--- src/rtl/bitvec_uart_framer_pkg.sv ---
// ---------------------------------------------------------------------------
// framer_pkg
// Shared constants and types for the bit-vector UART framer.
//   CHR_ZERO / CHR_TERM : ASCII '0' and '*' used on the TX byte stream
//   CUR_W               : width of the TX bit cursor
//   tx_state_t          : TX FSM state encoding
//   bit_chr()           : maps one vector bit to its ASCII digit
// ---------------------------------------------------------------------------
package framer_pkg;

    localparam logic [7:0] CHR_ZERO = 8'd48;
    localparam logic [7:0] CHR_TERM = 8'd42;
    localparam int         CUR_W    = 16;

    typedef enum logic [1:0] {
        ST_IDLE = 2'd0,
        ST_BITS = 2'd1,
        ST_TERM = 2'd2
    } tx_state_t;

    // '0' is 8'h30, so the bit value simply lands in the LSB.
    function automatic logic [7:0] bit_chr(input logic b);
        return CHR_ZERO | {7'd0, b};
    endfunction

endpackage

--- src/rtl/bitvec_rx_decoder.sv ---
// ---------------------------------------------------------------------------
// bitvec_rx_decoder
// Decodes host command bytes into writes of single bits of rx_vec.
// Command byte: [7:1] = bit index, [0] = bit value.
//   clk_48mhz   in   clock, rising edge
//   reset_n     in   synchronous active-low reset
//   cmd_data    in   8-bit command byte
//   cmd_valid   in   command byte valid
//   cmd_ready   out  block accepts commands (high every cycle after reset)
//   rx_vec      out  IL-bit vector written by commands
//   rx_seen     out  sticky: a legal command has been applied
//   rx_err_cnt  out  saturating count of out-of-range commands
// ---------------------------------------------------------------------------
module bitvec_rx_decoder
    import framer_pkg::*;
#(
    parameter int IL = 64
) (
    input  logic          clk_48mhz,
    input  logic          reset_n,
    input  logic [7:0]    cmd_data,
    input  logic          cmd_valid,
    output logic          cmd_ready,
    output logic [IL-1:0] rx_vec,
    output logic          rx_seen,
    output logic [7:0]    rx_err_cnt
);

    // IL never exceeds 128, so an 8-bit compare covers the full 7-bit index range.
    localparam logic [7:0] IL_LIM = 8'(IL);

    logic [7:0] idx;
    logic       val;
    logic       in_range;
    logic       accept;

    assign idx      = {1'b0, cmd_data[7:1]};
    assign val      = cmd_data[0];
    assign in_range = (idx < IL_LIM);
    assign accept   = cmd_valid & cmd_ready;

    always_ff @(posedge clk_48mhz) begin
        if (!reset_n) begin
            cmd_ready  <= 1'b0;
            rx_vec     <= '0;
            rx_seen    <= 1'b0;
            rx_err_cnt <= 8'd0;
        end else begin
            cmd_ready <= 1'b1;
            if (accept) begin
                if (in_range) begin
                    for (int i = 0; i < IL; i++) begin
                        if (idx == 8'(i)) begin
                            rx_vec[i] <= val;
                        end
                    end
                    rx_seen <= 1'b1;
                end else if (rx_err_cnt != 8'hFF) begin
                    rx_err_cnt <= rx_err_cnt + 8'd1;
                end
            end
        end
    end

endmodule

--- src/rtl/bitvec_uart_framer.sv ---
// ---------------------------------------------------------------------------
// bitvec_uart_framer
// Streams a snapshot of tx_vec to the host as ASCII '0'/'1' bytes (bit 0
// first) followed by '*', and applies host command bytes to rx_vec through
// bitvec_rx_decoder. TX and RX run independently.
//   clk_48mhz      in   clock, rising edge
//   reset_n        in   synchronous active-low reset
//   tx_vec         in   OL-bit vector reported to the host
//   uart_in_data   out  byte toward the USB serial core
//   uart_in_valid  out  uart_in_data valid
//   uart_in_ready  in   core accepts the byte
//   uart_out_data  in   command byte from the host
//   uart_out_valid in   command byte valid
//   uart_out_ready out  command byte accepted
//   rx_vec         out  IL-bit vector written by host commands
//   rx_seen        out  sticky legal-command flag
//   rx_err_cnt     out  saturating out-of-range command count
//   frame_done     out  one-cycle pulse after the terminator is accepted
// Optional feature: define FRAMER_CHANGE_ONLY_EN to send a new frame only
// when tx_vec differs from the last transmitted snapshot (the first frame
// after reset is always sent). Undefined: frames run back-to-back.
// ---------------------------------------------------------------------------
module bitvec_uart_framer
    import framer_pkg::*;
#(
    parameter int IL = 64,
    parameter int OL = 64
) (
    input  logic          clk_48mhz,
    input  logic          reset_n,
    input  logic [OL-1:0] tx_vec,
    output logic [7:0]    uart_in_data,
    output logic          uart_in_valid,
    input  logic          uart_in_ready,
    input  logic [7:0]    uart_out_data,
    input  logic          uart_out_valid,
    output logic          uart_out_ready,
    output logic [IL-1:0] rx_vec,
    output logic          rx_seen,
    output logic [7:0]    rx_err_cnt,
    output logic          frame_done
);

    localparam logic [CUR_W-1:0] LAST_BIT = CUR_W'(OL - 1);

    tx_state_t        state;
    logic [CUR_W-1:0] cursor;
    logic [CUR_W-1:0] cursor_nxt;
    logic [OL-1:0]    snap;
    logic [OL-1:0]    snap_shift;
    logic             armed;
    logic             accept;
    logic             start;

    assign accept     = uart_in_valid & uart_in_ready;
    assign cursor_nxt = cursor + 16'd1;
    // Shift instead of a variable bit-select so the index width is free.
    assign snap_shift = snap >> cursor_nxt;

    // armed delays the first frame by one edge after reset release.
`ifdef FRAMER_CHANGE_ONLY_EN
    logic sent_once;
    assign start = (state == ST_IDLE) && armed && (!sent_once || (tx_vec != snap));
`else
    assign start = (state == ST_IDLE) && armed;
`endif

    always_ff @(posedge clk_48mhz) begin
        if (!reset_n) begin
            state         <= ST_IDLE;
            cursor        <= '0;
            snap          <= '0;
            armed         <= 1'b0;
            uart_in_data  <= 8'd0;
            uart_in_valid <= 1'b0;
            frame_done    <= 1'b0;
`ifdef FRAMER_CHANGE_ONLY_EN
            sent_once     <= 1'b0;
`endif
        end else begin
            armed      <= 1'b1;
            frame_done <= 1'b0;
            case (state)
                ST_IDLE: begin
                    if (start) begin
                        snap          <= tx_vec;
                        uart_in_data  <= bit_chr(tx_vec[0]);
                        uart_in_valid <= 1'b1;
                        cursor        <= '0;
                        state         <= ST_BITS;
                    end
                end
                ST_BITS: begin
                    if (accept) begin
                        if (cursor == LAST_BIT) begin
                            uart_in_data <= CHR_TERM;
                            cursor       <= '0;
                            state        <= ST_TERM;
                        end else begin
                            uart_in_data <= bit_chr(snap_shift[0]);
                            cursor       <= cursor_nxt;
                        end
                    end
                end
                ST_TERM: begin
                    if (accept) begin
                        uart_in_valid <= 1'b0;
                        frame_done    <= 1'b1;
                        state         <= ST_IDLE;
`ifdef FRAMER_CHANGE_ONLY_EN
                        sent_once     <= 1'b1;
`endif
                    end
                end
                default: state <= ST_IDLE;
            endcase
        end
    end

    bitvec_rx_decoder #(
        .IL(IL)
    ) u_rx (
        .clk_48mhz  (clk_48mhz),
        .reset_n    (reset_n),
        .cmd_data   (uart_out_data),
        .cmd_valid  (uart_out_valid),
        .cmd_ready  (uart_out_ready),
        .rx_vec     (rx_vec),
        .rx_seen    (rx_seen),
        .rx_err_cnt (rx_err_cnt)
    );

endmodule

--- config.mk ---
export PLATFORM = sky130hd
export DESIGN_NAME = bitvec_uart_framer
export DESIGN_NICKNAME = d
export VERILOG_FILES = /design/src/rtl/bitvec_uart_framer_pkg.sv /design/src/rtl/bitvec_rx_decoder.sv /design/src/rtl/bitvec_uart_framer.sv
export SDC_FILE = /design/constraint.sdc
export NUM_CORES = 1
export LEC_CHECK = 0
export BUFFER_PORTS_ARGS = -buffer_cell sky130_fd_sc_hd__buf_2
export CAP_MARGIN = 20
export CELL_PAD_IN_SITES_DETAIL_PLACEMENT = 0
export CELL_PAD_IN_SITES_GLOBAL_PLACEMENT = 2
export CORE_MARGIN = 2
export CORE_UTILIZATION = 35
export CTS_CLUSTER_SIZE = 14
export DETAILED_ROUTE_END_ITERATION = 10
export GPL_TIMING_DRIVEN = 0
export PLACE_DENSITY_LB_ADDON = 0.1
export SYNTH_ARGS = -nofsm -noshare
export SYNTH_HDL_FRONTEND = slang
export SYNTH_HIERARCHICAL = 1
export SYNTH_SLANG_ARGS = --single-unit
export TNS_END_PERCENT = 30
--- constraint.sdc ---
create_clock -name clk_48mhz -period 6 [get_ports clk_48mhz]
set_input_delay 1.2 -clock clk_48mhz [delete_from_list [all_inputs] [get_ports clk_48mhz]]
set_output_delay 1.2 -clock clk_48mhz [all_outputs]
set_load 0.05 [all_outputs]
== Word-level counts from Yosys, hierarchy flattened ==
Index checks and enable logic that the tools add are counted.

* Flip-flop bits (word level): 166
* Bits of input ports: 76
* Output and inout port bits: 84
* Logic and storage cells: 245

* Add/sub/neg operators: 2
* Order comparisons: 1
* Eq/ne operators: 71
* Shifts and indexed selects: 1
* Muxes and demuxes: 18
* Bitwise logic cells: 3
* Reductions and logical operators: 76

{| class="wikitable"
|+ Operator list
! kind !! count
|-
| == test 7 x 6 -> 1 bit, second input constant || 32
|-
| AND reduction 3 bit || 67
|-
| == test 7 x 5 -> 1 bit, second input constant || 16
|-
| >> shifter 64 x 16 -> 1 bit || 1
|-
| == test 7 x 4 -> 1 bit, second input constant || 8
|-
| two-way mux 16 bit || 3
|-
| one-hot mux 16 bit (2 select lines) || 1
|-
| == test 7 x 3 -> 1 bit, second input constant || 4
|-
| adder 16 x 1 -> 16 bit, second input constant || 1
|-
| == test 16 x 6 -> 1 bit, second input constant || 1
|-
| two-way mux 8 bit || 2
|-
| one-hot mux 8 bit (2 select lines) || 1
|-
| == test 7 x 2 -> 1 bit, second input constant || 2
|-
| adder 8 x 1 -> 8 bit, second input constant || 1
|-
| zero test 8 bit || 1
|-
| two-way mux 2 bit || 4
|-
| inequality test 2 bit, second input constant || 4
|-
| inequality test 8 bit, second input constant || 1
|-
| == test 7 x 1 -> 1 bit, second input constant || 1
|-
| < comparator 7 bit, second input constant || 1
|-
| one-hot mux 2 bit (3 select lines) || 1
|-
| AND reduction 2 bit || 3
|-
| two-way mux 5 bit || 1
|-
| two-way mux 1 bit || 4
|-
| 9 further kinds || 11
|}

== Depth between registers and ports, before layout ==
* Depth in word-level cells: 5
* Mapped depth: 9
* Gate-level depth less buffers: 7

== Modules after synthesis ==
Netlist, hierarchy kept.

{| class="wikitable"
|+ By module, submodules not included
! module !! instances !! cells an instance !! area each (µm²) !! seq. area each (µm²)
|-
| bitvec_uart_framer || 1 || 523 || 4525.6 || 1781.7
|-
| bitvec_rx_decoder || 1 || 363 || 3216.8 || 1481.4
|}

== Worst setup path before layout ==
Ideal clock, no wire load.

* Path type: input port to flip-flop
* From: in uart_out_data[4]
* To: reg u_rx.rx_vec[61]
* Setup time: 0.130 ns
* Arrival: 2.321 ns
* Required time: 5.870 ns
* Setup slack: 3.548 ns
* Stages: 7
* Buffers on the path: 3
* Cell sequence: clkbuf_2 -> nand3_1 -> or2_1 -> clkbuf_1 -> clkbuf_1 -> o211ai_1 -> o31ai_1

* Cells in the longest elaborated chain, start to end: 2
* Elaborated cells between the ends (all ways): 3
* Classes of those cells: order compare: 1; eq/ne: 1; reduce/logical: 1

{| class="wikitable"
|+ RTL lines
! what !! line !! RTL
|-
| start, declared || bitvec_uart_framer.sv:35 || <nowiki>input logic [7:0] uart_out_data,</nowiki>
|-
| < comparator 7 bit / == test 7 x 6 -> 1 bit (equally long branches) || bitvec_rx_decoder.sv:39, bitvec_rx_decoder.sv:53 ||
|-
| AND reduction 3 bit (no source line) * || n/a ||
|-
| end signal, assigned by index || bitvec_rx_decoder.sv:54 || <nowiki>rx_vec[i] <= val;</nowiki>
|-
| end, declared || bitvec_rx_decoder.sv:24 || <nowiki>output logic [IL-1:0] rx_vec,</nowiki>
|}

Mark *: on every way between the ends. The rest lies on a longest branch, timed or not.
A chain may end at the register's enable or synchronous reset.

== Final worst setup path ==
* From: reg cursor[1]
* To: reg uart_in_data[0]

* Cells in the longest elaborated chain, start to end: 5
* Elaborated cells between the ends (all ways): 6
* Classes of those cells: add/sub: 1; eq/ne: 1; shift: 1; mux: 3

{| class="wikitable"
|+ RTL lines
! what !! line !! RTL
|-
| start, declared || bitvec_uart_framer.sv:47 || <nowiki>logic [CUR_W-1:0] cursor;</nowiki>
|-
| start signal, assigned || bitvec_uart_framer.sv:101 || <nowiki>cursor <= cursor_nxt;</nowiki>
|-
| adder 16 x 1 -> 16 bit || bitvec_uart_framer.sv:56 || <nowiki>assign cursor_nxt = cursor + 16'd1;</nowiki>
|-
| >> shifter 64 x 16 -> 1 bit || bitvec_uart_framer.sv:58 || <nowiki>assign snap_shift = snap >> cursor_nxt;</nowiki>
|-
| two-way mux 5 bit * || bitvec_uart_framer.sv:95 || <nowiki>if (cursor == LAST_BIT) begin</nowiki>
|-
| two-way mux 8 bit * || bitvec_uart_framer.sv:94 || <nowiki>if (accept) begin</nowiki>
|-
| one-hot mux 8 bit (2 select lines) * || bitvec_uart_framer.sv:83 || <nowiki>case (state)</nowiki>
|-
| end signal, assigned || bitvec_uart_framer.sv:87 || <nowiki>uart_in_data <= bit_chr(tx_vec[0]);</nowiki>
|-
| end signal, assigned || bitvec_uart_framer.sv:100 || <nowiki>uart_in_data <= bit_chr(snap_shift[0]);</nowiki>
|-
| end, declared || bitvec_uart_framer.sv:32 || <nowiki>output logic [7:0] uart_in_data,</nowiki>
|}

Mark *: on every way between the ends. The rest lies on a longest branch, timed or not. The select of a mux whose other input is x is not followed.

==> results.yml <==
yosys:
  synth_cell_types: 69
  async_flop_share_pct: 0
  synth_xor_area_share_pct: 1.244
  synth_top_family_by_area: "simple AND/OR/NAND/NOR gates"
  syn_avg_cell_area_um2: 8.739
  ys_seq_area_share_pct: 42.15
  ys.flop_type: "dfxtp_1"
  syn_inst: 886
  muxShareOfSynthArea_pct: 11.83
  synth-simple-area-share_pct: 23.58
  synthAdderAreaFrac_pct: 0.3232
  synth_compound_gate_area_share_pct: 15.24
  ys_ff_latch: 163
  synthDominantCellAreaShare_pct: 42.15
  yosysTopAreaCell: "dfxtp_1"
  synth_edf_count: 0
  yosys_warnings: 6
  synth.area.top_cells: "dfxtp_1 (42%), nand2_1 (12%), mux2i_1 (7.0%)"
  syn_area_mm2: 0.007742
detailed_routing:
  drt-total-wl_mm: 21.98
  wl_per_cell_um: 16.24
  via_per_inst: 4.942
  antenna_left: 0
  route.detailed.drc: 0
  dr_total_vias: 6687
  drt_iter0_drc: 331
  drt_first_pass_iters: 4
clock_network:
  cts_made_buffers: 17
  postCtsHoldBufs: 0
  post_cts_buffers: 0
  clockRootBuffer: "clkbuf_16"
  clk_latency_ps: 420
  cts_tree: "done"
  clk_pin_slew_ps: 60
  htreeDepth: 4
  cts.sinks: 163
  cts_resized: 0
  clockBufferDepth: 2
die:
  die_y_um: 152.7
  num_rows: 54
  pin_count: 160
  start_util_pct: 35.59
  fp.dieW_um: 152.7
  die_area_mm2: 0.02333
  core_mm2: 0.02176
pwr:
  leakage_nw: 4.028
  internal_power_w: 0.001866
  power.switching_w: 0.0006289
  p_per_area_mw_per_mm2: 263.3
  pwr-share-comb_pct: 8.6
  power_frac_clock_pct: 46.1
  seq_power_share_pct: 45.3
  ir_worst_vdd_mv: 0.1583
  switching_share_pct: 25.21
placement:
  place_hpwl_mm: 15.95
  postPlaceCellArea_mm2: 0.008856
  port_buffers: 151
  gp_congestion: 0.7612
worst_setup_path:
  worstSetupEndpointType: "flip-flop"
  r2r-end: "uart_in_data[0]"
  timing.rr.start: "cursor[1]"
  critPathKind: "reg2reg"
  endpoint: "uart_in_data[0]"
  required_ps: 6310
  crit_fanout: 10
  rrSetupSlack_ps: 3600
  worstPathArrival_ps: 2710
  cp-start-kind: "flip-flop"
  critical_path.startpoint: "cursor[1]"
  r2r_cells: 9
final_layout:
  drive_gt1_share_pct: 23.06
  final_common_cell: "nand2_1"
  final_cell_mix: "nand2_1 (242), buf_2 (165), dfxtp_1 (163), a21boi_0 (66), mux2i_1 (54)"
  final_nets: 1136
  layout-area-overhead-vs-synth_pct: 22.40
  fin_area_mm2: 0.009477
  n_fill_cell: 2289
sta:
  finalSetupTns_ps: 0
  slew_headroom_pct: 56.36
  worst_pin_slew_ps: 649.5
  fin_crit_ps: 2399
  timing.fmax_ghz: 0.4169
  slew_violations: 0
  fin_skew_ps: 9.187
  finalHoldViolations: 0
  timing.final.crit_share_pct: 39.98
  setup_violations: 0
  grt_setup_unrepaired: "false"
global_routing:
  grt_antenna_before_repair: 2
  grt_max_degree: 17
  grt-ovfl-total: 0
  grt_pass1_wl_mm: 35.74
  grt_pass1_vias: 6573
  grt_usage_pct: 19.12
min_path:
  min_path_type: "reg2reg"
job:
  drv_cap: 0
outcome:
  status: "finished, final reports clean"
[per-stage QoR]
stage          hold slack (ps)  total power (W)  worst slack (ps)  cells  util [%]
3_3_place_gp             443.6         0.001374              3114   1319     40.71
5_1_grt                  479.4         0.002606              3414   1351     43.54
2_1_floorplan            438.6         0.001292              3548    888         -
6_report                 459.4         0.002495              3601   1353     43.56
4_1_cts                  462.7         0.002533              3560   1351     43.54
3_5_place_dp             447.8         0.001375              3123   1319     40.71
[area by class of cell]
class                      instances  area [um^2]  share of cell area, %
antenna                            2        5.005                0.05281
clock buffer                      19        442.9                  4.674
tap                              280        350.3                  3.697
timing repair buffer             151        755.7                  7.975
buffer                            76        395.4                  4.172
clock inverter                    13        172.7                  1.822
multi-input combinational        639         4054                  42.78
inverter                          10        37.54                 0.3961
sequential                       163         3263                  34.43
[worst max-delay path, cell delays in order, from the launching register on]
cell and delay [ps]:
dfxtp_1 420, ha_1 200, buf_6 150, xor2_1 300, buf_6 230, mux4_1 280
and3_1 170, a311oi_1 270, a31oi_1 130, o2111a_1 130
[registers in the layout (all words and copies together) (netlist names)]
signal and flops:
frame_done 1, u_rx/rx_vec 64, state 2, cursor 16, u_rx/cmd_ready 1, snap 64, uart_in_valid 1, uart_in_data 4
u_rx/rx_err_cnt 8, armed 1, u_rx/rx_seen 1
[cell families after synthesis]
logic type	count (synthesis)
fa+ha+maj	2
flops	163
other cells	1
compound gates	167
simple gates	384
mux	72
xor+xnor	11
buf+inv	86
[power by group through the flow]
stage	sequential [W]	combinational (W)	clock [W]
floorplan	0.00116	0.000127	0
global placement	0.00115	0.000220	0
detailed placement	0.00115	0.000220	0
CTS	0.00113	0.000221	0.00118
global route	0.00113	0.000241	0.00123
finish	0.00113	0.000216	0.00115
[cell usage after synthesis, types with 6 or more instances]
cell type,n
buf_4,8
o21ai_1,6
a31oi_1,7
nand2b_1,10
and2_1,7
nand2_1,242
xnor2_1,7
inv_1,9
a21boi_0,66
a21oi_1,14
and3_1,6
nand4_1,8
nand3_1,22
buf_6,8
nor3_1,16
buf_2,14
o21ai_0,14
mux4_2,14
dfxtp_1,163
mux2i_1,54
nor2_1,19
nor2b_1,15
o31ai_1,18
o211ai_1,20
clkbuf_1,43
[metal layers]
layer | share of wire [%] | track usage [%] | routed length [um] | up-vias
li1 | - | - | - | 3411
met1 | 46 | 24.18 | 10060 | 3137
met2 | 47 | 31.97 | 10380 | 131
met3 | 6.4 | 6.030 | 1406 | 8
met4 | 0.59 | 4.365 | 129 | 0
met5 | 0 | 0 | 0 | -
[worst min path at each step]
stage,cells past startpoint,endpoint,slack [ps],start
detailed placement,2,u_rx/rx_vec[6],450,u_rx/rx_vec[6]
floorplan,2,snap[58],440,snap[58]
global placement,2,u_rx/rx_vec[58],440,u_rx/rx_vec[58]
finish,2,u_rx/rx_vec[51],460,u_rx/rx_vec[51]
global route,2,u_rx/rx_vec[0],480,u_rx/rx_vec[0]
CTS,2,u_rx/rx_vec[51],460,u_rx/rx_vec[51]
(Power assumes the default switching activity.)
